--- src/rtl/switch_debounce.sv ---
// Per-channel push-button conditioner: two-flop synchronizer, consecutive-sample
// debouncer, registered press/release strobes and a one-shot long-press strobe.
module switch_debounce #(
    parameter int WIDTH           = 4,
    parameter int DEBOUNCE_CYCLES = 66000,
    parameter int HOLD_CYCLES     = 66000000
) (
    input  logic             CLK_66MHZ,
    input  logic             USER_RESET,
    input  logic [WIDTH-1:0] SW_IN,
    output logic [WIDTH-1:0] SW_LEVEL,
    output logic [WIDTH-1:0] SW_PRESS,
    output logic [WIDTH-1:0] SW_RELEASE,
    output logic [WIDTH-1:0] SW_HOLD
);

    localparam int DW = $clog2(DEBOUNCE_CYCLES);
    localparam int HW = $clog2(HOLD_CYCLES + 1);

    localparam logic [DW-1:0] DCNT_LAST = DW'(DEBOUNCE_CYCLES - 1);
    localparam logic [HW-1:0] HCNT_MAX  = HW'(HOLD_CYCLES);
    localparam logic [HW-1:0] HCNT_PRE  = HW'(HOLD_CYCLES - 1);

    // Bit 1 of the state is the debounced level itself.
    localparam logic [1:0] STABLE_LO = 2'b00;
    localparam logic [1:0] PEND_HI   = 2'b01;
    localparam logic [1:0] STABLE_HI = 2'b10;
    localparam logic [1:0] PEND_LO   = 2'b11;

    for (genvar i = 0; i < WIDTH; i++) begin : g_ch
        logic          s1;
        logic          s2;
        logic [1:0]    state;
        logic [DW-1:0] dcnt;
        logic [HW-1:0] hcnt;
        logic          press;
        logic          rel;
        logic          hold;
        logic          level;

        assign level = state[1];

        always_ff @(posedge CLK_66MHZ or posedge USER_RESET) begin
            if (USER_RESET) begin
                s1    <= 1'b0;
                s2    <= 1'b0;
                state <= STABLE_LO;
                dcnt  <= '0;
                press <= 1'b0;
                rel   <= 1'b0;
            end else begin
                s1    <= SW_IN[i];
                s2    <= s1;
                press <= 1'b0;
                rel   <= 1'b0;
                if (s2 == level) begin
                    // Any matching sample abandons a pending change.
                    dcnt  <= '0;
                    state <= level ? STABLE_HI : STABLE_LO;
                end else if (dcnt != DCNT_LAST) begin
                    dcnt  <= dcnt + 1'b1;
                    state <= level ? PEND_LO : PEND_HI;
                end else begin
                    dcnt  <= '0;
                    state <= s2 ? STABLE_HI : STABLE_LO;
                    press <= s2;
                    rel   <= ~s2;
                end
            end
        end

        // The press edge still sees the old low level, so hcnt starts from zero
        // and the hold strobe can never share a cycle with the press strobe.
        always_ff @(posedge CLK_66MHZ or posedge USER_RESET) begin
            if (USER_RESET) begin
                hcnt <= '0;
                hold <= 1'b0;
            end else if (!level) begin
                hcnt <= '0;
                hold <= 1'b0;
            end else begin
                if (hcnt != HCNT_MAX) begin
                    hcnt <= hcnt + 1'b1;
                end
                hold <= (hcnt == HCNT_PRE);
            end
        end

        assign SW_LEVEL[i]   = level;
        assign SW_PRESS[i]   = press;
        assign SW_RELEASE[i] = rel;
        assign SW_HOLD[i]    = hold;
    end

endmodule

--- config.mk ---
export PLATFORM = sky130hd
export DESIGN_NAME = switch_debounce
export DESIGN_NICKNAME = d
export VERILOG_FILES = /design/src/rtl/switch_debounce.sv
export SDC_FILE = /design/constraint.sdc
export NUM_CORES = 1
export LEC_CHECK = 0
export BUFFER_PORTS_ARGS = -buffer_cell sky130_fd_sc_hd__buf_2
export CORE_UTILIZATION = 50
export DETAILED_ROUTE_END_ITERATION = 16
export PLACE_DENSITY = 0.79
export REMOVE_ABC_BUFFERS = 1
export SETUP_SLACK_MARGIN = 0.1
export SLEW_MARGIN = 40
export SYNTH_ARGS = -nofsm -noshare
export SYNTH_HDL_FRONTEND = slang
export SYNTH_SLANG_ARGS = --single-unit
--- constraint.sdc ---
create_clock -name CLK_66MHZ -period 5.8 [get_ports CLK_66MHZ]
set_clock_uncertainty 0.1 [all_clocks]
set_input_delay 0.58 -clock CLK_66MHZ [delete_from_list [all_inputs] [get_ports CLK_66MHZ]]
set_output_delay 0.58 -clock CLK_66MHZ [all_outputs]
set_load 0.05 [all_outputs]
==> results of run 1 <==
## power breakdown
| group | switching (mW) | total [mW] | internal (mW) | leakage [nW] |
|---|---|---|---|---|
| clock | 0.513 | 1.13 | 0.614 | 0.272 |
| combinational | 0.0406 | 0.0530 | 0.0125 | 1.09 |
| sequential | 0.0102 | 1.39 | 1.38 | 2.71 |
## cells by family after synthesis
kind of cell	after synthesis	share of synthesized area
XOR/XNOR	97	0.0852
buffers and inverters	78	0.0364
flip-flops	196	0.492
AO/OA/AOI/OAI	132	0.0791
AND/OR/NAND/NOR	497	0.274
adder cells (fa/ha/maj)	16	0.0201
multiplexers	11	0.0127
## Yosys cell counts, types with 4 or more instances
cell | instances | area, um^2
a21oi_1 | 59 | 295
and2_1 | 8 | 50.1
and3_1 | 15 | 93.8
and4_1 | 15 | 131
buf_1 | 4 | 15.0
buf_2 | 11 | 55.1
buf_4 | 15 | 113
clkbuf_1 | 12 | 45.0
dfrtp_1 | 196 | 4900
ha_1 | 16 | 200
inv_1 | 33 | 124
mux2i_1 | 7 | 70.1
nand2_1 | 58 | 218
nand2b_1 | 11 | 68.8
nand3_1 | 59 | 295
nand4_1 | 53 | 332
nand4b_1 | 4 | 35.0
nor2_1 | 115 | 432
nor2b_1 | 4 | 25.0
nor3_1 | 33 | 165
nor3b_1 | 8 | 60.1
nor4_1 | 32 | 200
nor4b_1 | 7 | 61.3
o21ai_0 | 43 | 215
o31ai_1 | 14 | 105
or3_1 | 37 | 231
or4_1 | 18 | 135
or4_4 | 7 | 78.8
xnor2_1 | 53 | 464
xor2_1 | 44 | 385
## critical path: stages (launching register included)
cell and delay (ps):
dfrtp_1 450, and4_1 380, nand4_1 480, or4_1 620, a21oi_1 150
## layout make-up
| type | count | share of cell area |
|---|---|---|
| repair buffers | 24 | 0.0118 |
| clock inverters | 12 | 0.00999 |
| clock buffers | 20 | 0.0424 |
| flip-flops and latches | 196 | 0.455 |
| well taps | 265 | 0.0308 |
| inverters | 36 | 0.0137 |
| multi-input cells | 753 | 0.436 |
## registers in the layout (all words and copies together), names as in the netlist
register    cells
g_ch.state      4
g_ch.hcnt     104
g_ch.dcnt      68
g_ch.s1         4
g_ch.press      4
g_ch.s2         4
g_ch.hold       4
g_ch.rel        4
## stage by stage
step / power, mW / TNS [ps]
floorplan: 1.45 / -43240
global placement: 1.47 / 0
detailed placement: 1.47 / 0
CTS: 2.59 / 0
global route: 2.66 / 0
finish: 2.57 / 0
## worst max path at each step
stage	startpoint	slack, ps	cells after the start	end
6_report	g_ch[0].hcnt[2]	3510	4	g_ch[0].hcnt[19]
5_1_grt	g_ch[0].hcnt[2]	3300	4	g_ch[0].hcnt[19]
4_1_cts	g_ch[3].hcnt[2]	3530	4	g_ch[3].hcnt[23]
3_5_place_dp	g_ch[3].hcnt[2]	3510	4	g_ch[3].hcnt[23]
3_3_place_gp	USER_RESET	3500	3	g_ch[3].dcnt[12]
2_1_floorplan	USER_RESET	-220	1	g_ch[0].dcnt[0]
## per-layer routing
| metal | GRT usage | vias to the layer above |
|---|---|---|
| li1 | - | 3693 |
| met1 | 0.265 | 3759 |
| met2 | 0.326 | 126 |
| met3 | 0.0335 | 26 |
| met4 | 0.0787 | 0 |
| met5 | 0 | - |
==> flow_summary.yaml, run 1 <==
logic_synthesis:
  synth_area_mm2: 0.00997
  async_flop_share: 1.00
  synth-edff-count: 0
  synth-warning-count: 0
  synth-main-ff-cell: "dfrtp_1"
  ys_types: 53
  syn_inst: 1027
  avgSynthCellArea_um2: 9.70
  ys_seq_area_frac: 0.492
  ys_ff_latch: 196
floorplan:
  rows: 51
  core_mm2: 0.0195
  initial_core_util: 0.510
  dieArea_mm2: 0.0205
  die_y_um: 143
  die_x_um: 143
  ioPinCount: 22
finish:
  area_growth_pct: 8.11
  nFillCells: 1700
  final_cells: 1306
  drive_gt1_frac: 0.0759
  ff_latch_area_mm2: 0.00490
  layout_common_cells: "dfrtp_1, nor2_1, nand3_1, a21oi_1, nand2_1"
  utilization: 0.552
  final_common_cell: "dfrtp_1"
  final_net_count: 1050
  final_area_mm2: 0.0108
  n_antenna_cell: 0
  multi_input_area_mm2: 0.00470
critical_path:
  worstReg2RegStart: "g_ch[0].hcnt[2]"
  cp-start-kind: "register"
  rr_worst_depth: 4
  reg2reg_to: "g_ch[0].hcnt[19]"
  arrival_ps: 2520
  crit_type: "register to register"
  worstPathRequired_ps: 6040
  rrSetupSlack_ps: 3510
  cp-end-kind: "register"
  cp_max_fo: 14
placement:
  place_area_mm2: 0.0102
  hpwl_mm: 12.5
  port_buffers: 21
  place_ws_ps: 3510
  dp.cells: 1272
  place_congestion: 0.814
global_route:
  grt_util_all_layers: 0.200
  grt.overflow.total: 0
  grt_pass1_wl_mm: 33.2
  first_global_vias: 7217
  grt_max_degree: 139
  antenna_found_initial: 0
clock_tree:
  insertion_delay_ps: 430
  post_cts_resized: 0
  htree_levels: 4
  ctsHoldBuffers: 0
  cts_buffers: 17
  clock-sinks: 196
  post_cts_buffers: 0
  cts.path.max_buffers: 2
  clkTransAtPathRegs_ps: 70
  cts_tree: "built"
  cts_root_buf: "clkbuf_16"
pwr:
  vdd_ir_drop_max_v: 0.000190
  p_per_area_mw_per_mm2: 238
  leakagePower_nw: 4.08
detailed_routing:
  vias_per_cell: 5.82
  dr.pass1.iters: 5
  drcViolationCount: 0
  wl_met2_mm: 9.24
  num_vias: 7604
  drt-wirelength-per-cell_um: 14.6
  totalWireLength_mm: 19.1
  dr_wl_met3_um: 521
  highest_layer: "met4"
  drt-met1-wl_mm: 9.06
  first_iter_violations: 572
  ant_nets: 0
sta:
  slew_violations: 0
  rsz0062_at_grt: "no"
  finalSetupViolCount: 0
  fin_crit_sh: 0.395
  fin_hold_ws_ps: 99.5
  postLayoutSetupSlackWorst_ps: 3510
  fmax_mhz: 437
  maxSlewHeadroom: 0.501
  min_period_ps: 2290
  final-hold-violation-count: 0
  tightest_slew_ps: 742
run_status:
  status: "finished clean"
hold_path:
  hp-class: "input pin to asynchronous set/reset pin"
job:
  cap_violations: 0
(Power assumes the default switching activity.)
==> run 2, diff against run 1 <==
==> constraint.sdc (replaced) <==
create_clock -name CLK_66MHZ -period 2 [get_ports CLK_66MHZ]
set_clock_uncertainty 0.1 [all_clocks]
set_input_delay 0.2 -clock CLK_66MHZ [delete_from_list [all_inputs] [get_ports CLK_66MHZ]]
set_output_delay 0.2 -clock CLK_66MHZ [all_outputs]
set_load 0.05 [all_outputs]
==> run 2 against run 1 <==
Effect of this change:
- the run now ends with setup timing left
- wire length up 13%
- maximum frequency up 13%
- count of clock-buffer cells in the layout up 2
- via count up 7.4%
- sequential power rose to 2.9 times the previous value
- critical endpoint is now g_ch[0].state[1]
- largest cell class is now multi-input combinational cells
==> flow_summary.yaml, run 2 (synthesized netlist as in run 1, its figures left out) <==
critical_path:
  critPathSlowestCell: "or4_4"
  worst_path_most_repeated_cell: "or4_4"
  path_cells: "or4_4 -> or4_4 -> mux2_4"
  worstPathRequired_ps: 2220
  rrSetupSlack_ps: -20
  cp_max_fo: 4
  crit_type: "register to register"
  cpPeakStageDelay_ps: 560
  path_buf_inv: 0
  cp-end-kind: "register"
  cpLargestDelayFamily: "simple AND/OR/NAND/NOR gates"
  cp-start-kind: "register"
  arrival_ps: 2240
clock_tree:
  htree_levels: 4
  cts_buffers: 17
  cts_root_buf: "clkbuf_16"
  cts.path.max_buffers: 2
  clkTransAtPathRegs_ps: 70
  insertion_delay_ps: 440
  cts_tree: "built"
  clock-sinks: 196
finish:
  final_cells: 1431
  area_growth_pct: 22.8
  drive_gt1_frac: 0.245
  reg_top3: "g_ch.hcnt (104), g_ch.dcnt (68)"
  utilization: 0.627
  largest_reg_flops: 104
  nFillCells: 1516
  n_antenna_cell: 0
  final_area_mm2: 0.0122
  final_net_count: 1175
  layout_common_cells: "dfrtp_1, buf_4, nor2_1"
  final_common_cell: "dfrtp_1"
  max_flop_register: "g_ch.hcnt"
placement:
  place_area_mm2: 0.0109
  dp.cells: 1365
  hpwl_mm: 13.9
  port_buffers: 21
  place_congestion: 0.850
  place_ws_ps: -12.2
floorplan:
  ioPinCount: 22
  initial_core_util: 0.510
  core_mm2: 0.0195
  dieArea_mm2: 0.0205
  die_y_um: 143
  rows: 51
  die_x_um: 143
global_route:
  first_global_vias: 7643
  grt_util_all_layers: 0.213
  grt.overflow.total: 0
  gr-usage-met2: 0.368
  antenna_found_initial: 0
  grt_max_degree: 72
  grt_pass1_wl_mm: 35.0
  grt_busiest_layer: "met2"
  grt_util_met3: 0.0449
  met1_usage: 0.263
pwr:
  leakagePower_nw: 4.78
  vdd_ir_drop_max_v: 0.000571
  p_per_area_mw_per_mm2: 609
  power_mw: 7.45
run_status:
  status: "finished, violations left"
  violations: "setup timing"
sta:
  final-hold-violation-count: 0
  min_period_ps: 2020
  fin_hold_ws_ps: 253
  maxSlewHeadroom: 0.612
  rsz0062_at_grt: "yes"
  finalSetupViolCount: 1
  fmax_mhz: 495
  slew_violations: 0
  postLayoutSetupSlackWorst_ps: -20.5
  tightest_slew_ps: 577
  fin_crit_sh: 1.01
  fin_setup_tns_ps: -20.5
detailed_routing:
  num_vias: 8166
  vias_per_cell: 5.71
  drt-wirelength-per-cell_um: 15.0
  first_iter_violations: 458
  totalWireLength_mm: 21.5
  drcViolationCount: 0
  ant_nets: 0
  dr.pass1.iters: 7
hold_path:
  hp-class: "register to register"
job:
  cap_violations: 0
-- run 2: worst reg2reg max path, cell delays in order, from the launching register on --
cell and delay (ps):
dfrtp_1 380, or4_4 540, or4_4 560, mux2_4 310
-- run 2: metal layers --
metal | vias to the layer above | wire length, um
met3 | 26 | 733
met5 | - | 0
li1 | 3951 | -
met2 | 156 | 11200
met4 | 0 | 292
met1 | 4033 | 9310
-- run 2: area by class of cell --
class	count	area (um^2)	share of cell area
Sequential cell	196	4910	0.402
Inverter	36	143	0.0117
Clock inverter	10	75.1	0.00613
Multi-Input combinational cell	753	5140	0.420
Tap cell	265	332	0.0271
Timing Repair Buffer	149	1150	0.0944
Clock buffer	22	474	0.0388
-- run 2: final timing paths --
kind,cells past startpoint,to,from
setup / recovery,3,g_ch[0].state[1],g_ch[0].dcnt[11]
hold / removal,0,g_ch[3].s2,g_ch[3].s1
setup reg to reg,3,g_ch[0].state[1],g_ch[0].dcnt[11]
hold reg to reg,0,g_ch[3].s2,g_ch[3].s1
max in group asynchronous,4,g_ch[3].hcnt[12],USER_RESET
min in group asynchronous,3,g_ch[2].s1,USER_RESET
-- run 2: power breakdown --
group	leakage (nW)	total, mW	switching (mW)	internal, mW
Sequential	2.70	4.02	0.0312	3.99
Clock	0.259	3.20	1.51	1.69
Combinational	1.82	0.227	0.146	0.0815
Total	4.78	7.45	1.69	5.77
-- run 2: timing repair --
| item | 4_1_cts | 5_1_grt |
|---|---|---|
| hold buffers | 5 | 0 |
| pin swaps | 10 | 47 |
| endpoints found under the setup margin | 73 | 100 |
| gates cloned | 1 | 1 |
| hold endpoints to repair | 69 | 0 |
| buffers inserted | 4 | 23 |
| gates resized for setup | 21 | 104 |
